`config.mk`:
```
export PLATFORM = sky130hd
export DESIGN_NAME = wbu_flat
export DESIGN_NICKNAME = d
export VERILOG_FILES = /design/src/rtl/cpu_types_pkg.sv /design/src/rtl/stage_if.sv /design/src/rtl/regfile.sv /design/src/rtl/wbu.sv /design/src/flat_wrapper.sv
export SDC_FILE = /design/constraint.sdc
export NUM_CORES = 2
export LEC_CHECK = 0
export CORE_UTILIZATION = 25
export CTS_CLUSTER_DIAMETER = 100
export DETAILED_ROUTE_END_ITERATION = 16
export SLEW_MARGIN = 10
export SYNTH_ARGS = -nofsm -noshare
export SYNTH_HDL_FRONTEND = slang
export SYNTH_SLANG_ARGS = --single-unit
```
`constraint.sdc`:
```
create_clock -name clk -period 3 [get_ports clk]
set_input_delay 0.3 -clock clk [delete_from_list [all_inputs] [get_ports clk]]
set_output_delay 0.3 -clock clk [all_outputs]
set_load 0.01 [all_outputs]
```
`src/rtl/cpu_types_pkg.sv`:
```
`default_nettype none
// ============================================================================
// Module   : cpu_types_pkg
// Brief    : Shared types and constants for the multi-cycle RV32 core.
// Revision : 1.0 - adds write-back unit state encoding and REG_ZERO
// ============================================================================
package cpu_types_pkg;

    localparam logic [4:0] REG_ZERO = 5'd0;

    // LSU -> WBU payload; 'valid' distinguishes a real instruction from a bubble
    typedef struct packed {
        logic        valid;
        logic        reg_wen;
        logic [4:0]  rd_addr;
        logic [31:0] wb_data;
        logic [31:0] pc_target;
    } lsu_wb_t;

    typedef enum logic [1:0] {
        S_IDLE     = 2'd0,
        S_COMMIT   = 2'd1,
        S_REDIRECT = 2'd2
    } wbu_state_e;

endpackage
`default_nettype wire

```
`src/rtl/stage_if.sv`:
```
`default_nettype none
// ============================================================================
// Module   : stage_if
// Brief    : Valid/ready handshake between pipeline stages carrying lsu_wb_t.
// Revision : 1.0 - initial version
// ============================================================================
interface stage_if;
    import cpu_types_pkg::*;

    logic    valid;
    logic    ready;
    lsu_wb_t data;

    modport master (output valid, output data, input ready);
    modport slave  (input valid, input data, output ready);

endinterface
`default_nettype wire

```
`src/rtl/regfile.sv`:
```
`default_nettype none
// ============================================================================
// Module   : regfile
// Brief    : Architectural register file, 2 combinational reads, 1 sync write.
// Revision : 1.0 - initial version
// ============================================================================
module regfile #(
    parameter int NUM_REGS = 32,
    parameter int XLEN     = 32,
    parameter int ADDR_W   = $clog2(NUM_REGS)
) (
    input  logic              clk,
    input  logic              rst,
    input  logic              i_wr_en,
    input  logic [ADDR_W-1:0] i_wr_addr,
    input  logic [XLEN-1:0]   i_wr_data,
    input  logic [ADDR_W-1:0] i_rd1_addr,
    output logic [XLEN-1:0]   o_rd1_data,
    input  logic [ADDR_W-1:0] i_rd2_addr,
    output logic [XLEN-1:0]   o_rd2_data
);

    logic [XLEN-1:0] r_regs [NUM_REGS];

    always_ff @(posedge clk) begin
        if (rst) begin
            for (int i = 0; i < NUM_REGS; i++) begin
                r_regs[i] <= '0;
            end
        end else if (i_wr_en && (i_wr_addr != '0)) begin
            r_regs[i_wr_addr] <= i_wr_data;
        end
    end

    // x0 is forced to zero on the read side as well as never written
    assign o_rd1_data = (i_rd1_addr == '0) ? '0 : r_regs[i_rd1_addr];
    assign o_rd2_data = (i_rd2_addr == '0) ? '0 : r_regs[i_rd2_addr];

endmodule
`default_nettype wire

```
`src/rtl/wbu.sv`:
```
`default_nettype none
// ============================================================================
// Module   : wbu
// Brief    : Write-back unit: commits LSU results to the register file and
//            hands the next PC to the IFU. Optional retire counter and commit
//            trace enabled by WBU_RETIRE_COUNTER_EN.
// Revision : 1.0 - initial version
// ============================================================================
module wbu
    import cpu_types_pkg::*;
#(
    parameter int NUM_REGS = 32,
    parameter int XLEN     = 32
) (
    input  logic            clk,
    input  logic            rst,
    stage_if.slave          wbu_in,
    input  logic [4:0]      rs1_addr,
    output logic [XLEN-1:0] rs1_data,
    input  logic [4:0]      rs2_addr,
    output logic [XLEN-1:0] rs2_data,
    output logic            pc_valid,
    input  logic            pc_ready,
    output logic [31:0]     pc_next,
    output logic [63:0]     retire_cnt
);

    localparam int c_ADDR_W = $clog2(NUM_REGS);

    wbu_state_e r_state;
    lsu_wb_t    r_wb;
    logic       r_ready;
    logic       r_pc_valid;
    logic [31:0] r_pc_next;

    logic w_fire;
    logic w_commit;
    logic w_wr_en;

    assign w_fire   = wbu_in.valid && r_ready;
    assign w_commit = (r_state == S_COMMIT) && r_wb.valid;
    assign w_wr_en  = w_commit && r_wb.reg_wen && (r_wb.rd_addr != REG_ZERO);

    always_ff @(posedge clk) begin
        if (rst) begin
            r_state    <= S_IDLE;
            r_wb       <= '0;
            r_ready    <= 1'b1;
            r_pc_valid <= 1'b0;
            r_pc_next  <= '0;
        end else begin
            case (r_state)
                S_IDLE: begin
                    if (w_fire) begin
                        r_wb    <= wbu_in.data;
                        r_ready <= 1'b0;
                        r_state <= S_COMMIT;
                    end
                end
                S_COMMIT: begin
                    // A bubble retires nothing and skips the redirect entirely
                    if (r_wb.valid) begin
                        r_pc_valid <= 1'b1;
                        r_pc_next  <= r_wb.pc_target;
                        r_state    <= S_REDIRECT;
                    end else begin
                        r_ready <= 1'b1;
                        r_state <= S_IDLE;
                    end
                end
                S_REDIRECT: begin
                    if (r_pc_valid && pc_ready) begin
                        r_pc_valid <= 1'b0;
                        r_ready    <= 1'b1;
                        r_state    <= S_IDLE;
                    end
                end
                default: begin
                    r_pc_valid <= 1'b0;
                    r_ready    <= 1'b1;
                    r_state    <= S_IDLE;
                end
            endcase
        end
    end

    assign wbu_in.ready = r_ready;
    assign pc_valid     = r_pc_valid;
    assign pc_next      = r_pc_next;

    regfile #(
        .NUM_REGS (NUM_REGS),
        .XLEN     (XLEN),
        .ADDR_W   (c_ADDR_W)
    ) u_regfile (
        .clk        (clk),
        .rst        (rst),
        .i_wr_en    (w_wr_en),
        .i_wr_addr  (r_wb.rd_addr[c_ADDR_W-1:0]),
        .i_wr_data  (XLEN'(r_wb.wb_data)),
        .i_rd1_addr (rs1_addr[c_ADDR_W-1:0]),
        .o_rd1_data (rs1_data),
        .i_rd2_addr (rs2_addr[c_ADDR_W-1:0]),
        .o_rd2_data (rs2_data)
    );

`ifdef WBU_RETIRE_COUNTER_EN
    logic [63:0] r_retire_cnt;

    always_ff @(posedge clk) begin
        if (rst) begin
            r_retire_cnt <= '0;
        end else if (w_commit) begin
            r_retire_cnt <= r_retire_cnt + 64'd1;
        end
    end

    assign retire_cnt = r_retire_cnt;

`ifndef SYNTHESIS
    always_ff @(posedge clk) begin
        if (!rst && w_commit) begin
            $display("wbu retire: rd=x%0d wb_data=0x%08h pc_target=0x%08h",
                     r_wb.rd_addr, r_wb.wb_data, r_wb.pc_target);
        end
    end
`endif
`else
    assign retire_cnt = '0;
`endif

endmodule
`default_nettype wire

```
`src/flat_wrapper.sv`:
```
// flat-port wrapper written by rule: the top's interface ports become plain ports
module wbu_flat import cpu_types_pkg::*;
#(
    parameter int NUM_REGS = 32,
    parameter int XLEN     = 32
)
  (clk, rst, rs1_addr, rs1_data, rs2_addr, rs2_data, pc_valid, pc_ready, pc_next, retire_cnt, wbu_in_valid, wbu_in_data, wbu_in_ready);
  stage_if wbu_in_i ();
  input  logic clk;
  input  logic rst;
  input  logic [4:0] rs1_addr;
  output logic [XLEN-1:0] rs1_data;
  input  logic [4:0] rs2_addr;
  output logic [XLEN-1:0] rs2_data;
  output logic pc_valid;
  input  logic pc_ready;
  output logic [31:0] pc_next;
  output logic [63:0] retire_cnt;
  input wire logic [$bits(wbu_in_i.valid)-1:0] wbu_in_valid;
  input wire logic [$bits(wbu_in_i.data)-1:0] wbu_in_data;
  output wire logic [$bits(wbu_in_i.ready)-1:0] wbu_in_ready;
  assign wbu_in_i.valid = wbu_in_valid;
  assign wbu_in_i.data = wbu_in_data;
  assign wbu_in_ready = wbu_in_i.ready;
  wbu #(.NUM_REGS(NUM_REGS), .XLEN(XLEN)) u_core (.clk(clk), .rst(rst), .wbu_in(wbu_in_i), .rs1_addr(rs1_addr), .rs1_data(rs1_data), .rs2_addr(rs2_addr), .rs2_data(rs2_data), .pc_valid(pc_valid), .pc_ready(pc_ready), .pc_next(pc_next), .retire_cnt(retire_cnt));
endmodule
```
==> out/results.ini <==
[run_status]
outcome = completed

[yosys]
syn_area_um2 = 59300
muxShareOfSynthArea_pct = 20.0
ys_warn_count = 0
synth_xor_area_share_pct = 0
synth_top_family_by_area = multiplexers
ys_ff_latch = 1131
netlist_instances = 4315
yosys.area_share.adder_pct = 0
synth_edf_count = 1024
seq_area_frac_synth_pct = 55.5
synth_cell_type_count = 47
yosysTopAreaCell = edfxtp_1
synthSimpleGateAreaFrac_pct = 14.5
synthArstFlopShare_pct = 0
synth_compound_area_share_pct = 5.64
synthDominantCellAreaShare_pct = 51.8
synth-main-ff-cell = edfxtp_1
syn_area_per_cell_um2 = 13.7
synth_area_leaders = edfxtp_1, mux4_2, and2_1, mux2i_1, dfxtp_1

[clock_tree]
cts_hold_buf = 0
cts_tree = done
clock_latency_ps = 780
clockBufferDepth = 3
h-tree-depth = 4
clock-sinks = 1131
cts_buffers = 132
clockRootBuffer = clkbuf_16
cts.clk_slew.worst_paths_ps = 60

[floorplanning]
rows = 178
start_util_pct = 25.2
die_area_um2 = 239000
coreArea_um2 = 235000
io_pins = 247
fp.dieW_um = 489
die_y_um = 489

[sta]
relSlewSlack_pct = 10.4
fin_crit_sh_pct = 99.1
period_needed_ps = 2970
clock_skew_ps = 45.6
setup_viol = 0
rsz0062_at_grt = true
slew_violations = 0
timing.fmax_mhz = 336
fin_ws_ps = 27.2
tightestPinTransition_ps = 1340
whs_ps = 65.3
hold_viol = 0
finalSetupTns_ps = 0

[cells_and_area]
finalNetCount = 4784
finish.utilization_pct = 30.9
final_common_cell = edfxtp_1
final_cell_area_um2 = 72800
final_cell_mix = edfxtp_1, and2_1, buf_4
stdcell_count = 7959
final_layout_size_suffix_gt1_share_pct = 28.0
synthToLayoutAreaGrowth_pct = 22.8

[hold_path]
hold_start = wbu_in_data[49]
hp-class = in -> reg
hold_depth = 3
holdPathEnd = u_core.r_wb[49]

[drt]
via_per_inst = 5.19
drc = 0
dr.pass1.iters = 6
dr.first_iter.drc_count = 5311
num_vias = 41300
wl_mm = 227
ant_nets = 0
routedWlPerCell_um = 28.6

[power_and_ir_drop]
finalPower_mw = 39.1
power_density_nw_per_um2 = 537
p_leak_nw = 26.7
ir_drop_mv = 0.494

[worst_setup_path]
cp.required_ps = 2700
cp_top_family = compound AO/OA/AOI/OAI gates
cp_max_fo = 2
r2r_setup_slack_ps = 360
r2r_end = u_core.u_regfile.r_regs[23][28]
ff2ff_path_depth = 5
critPathCaptureType = output port
cp_slowest_cell = mux4_2
criticalPathCategory = reg -> out
cp_data_arrival_time_ps = 2670
cp_slowest_stage_delay_ps = 470
path_cells = buf_4 -> mux4_2 -> o2111ai_2 -> a311oi_2 -> dlygate4sd2_1
r2r-start = u_core.r_wb[69]
cp.buffers_inverters = 2
crit_path_start_kind = flip-flop

[placement]
dp_hpwl_mm = 145
placed_cells_incl_taps = 7703
dpl_cell_area_um2 = 67700
portBuffers = 182
dpl_worst_slack_ps = -532
gp_congestion = 0.913

[global_routing]
antenna_found_initial = 19
grt_pass1_wl_mm = 314
grt_max_degree = 130
grt_overflow = 0
track_usage_pct = 18.6
grt_pass1_vias = 41000

[run]
drv_cap = 0

-- routing by layer --
metal / vias to the layer above / global-route usage, % / routed length, um
met5: - / 0 / 61
met4: 8 / 11.0 / 14700
met3: 588 / 4.60 / 25100
met2: 2642 / 29.3 / 104000
met1: 21200 / 23.0 / 83900
li1: 16900 / - / -
-- logic make-up after synthesis --
| logic type | after synthesis |
|---|---|
| AO/OA/AOI/OAI | 483 |
| buffers and inverters | 520 |
| multiplexers | 736 |
| other | 1 |
| AND/OR/NAND/NOR | 1444 |
| flip-flops | 1131 |
-- worst max-delay path by stage --
stage,start,to,slack [ps],cells after the start
6_report,u_core.u_regfile.r_regs[25][16],rs1_data[16],30,5
5_1_grt,u_core.u_regfile.r_regs[24][24],rs2_data[24],-30,6
4_1_cts,u_core.u_regfile.r_regs[9][17],rs1_data[17],-40,6
3_5_place_dp,rs1_addr[2],rs1_data[23],-530,8
3_3_place_gp,rs1_addr[2],rs1_data[23],-500,8
2_1_floorplan,u_core.r_wb[69],u_core.u_regfile.r_regs[23][0],850,5
-- cells in the mapped netlist, types with 68 or more instances --
cell / n
nand2_1: 289
dfxtp_1: 107
edfxtp_1: 1024
and2_1: 994
buf_2: 68
buf_4: 109
mux4_2: 352
a21oi_1: 136
mux2i_1: 320
clkbuf_1: 283
-- tightest hold or removal path: cells and delay by family --
kind	cells	cell delay, ps
AOI/OAI and AO/OA	1	50
buffers and inverters	1	400
and+or+nand+nor	1	50
-- power breakdown --
group	internal (mW)	total, mW	switching (mW)	leakage [nW]
combinational	2.03	4.81	2.78	13.2
sequential	17.7	18.2	0.514	11.4
clock	9.10	16.0	6.95	2.06
-- flip-flops by register name (all words and copies together), names as in the netlist --
| name | cells |
|---|---|
| u_core.u_regfile.r_regs | 1024 |
| u_core.r_wb | 71 |
| u_core.wbu_in.ready | 1 |
| u_core.pc_next | 32 |
| u_core.pc_valid | 1 |
| u_core.r_state | 2 |
-- repair_timing --
item                                   4_1_cts  5_1_grt
buffers inserted                             8       11
setup endpoints to repair                   64       39
resized for setup                          309       60
gates cloned                                 0        0
endpoints found under the hold margin        0        0
pin swaps                                   32       20
-- cell type report --
type / instances / area, um2
fillers: 23200 / 163000
multi-input cells: 2759 / 25200
flip-flops and latches: 1131 / 32900
clock inverters: 69 / 727
diodes: 6 / 15.0
inverters: 4 / 16.3
repair buffers: 671 / 6470
well taps: 3150 / 3940
clock buffers: 169 / 3520
(Power assumes the default switching activity.)
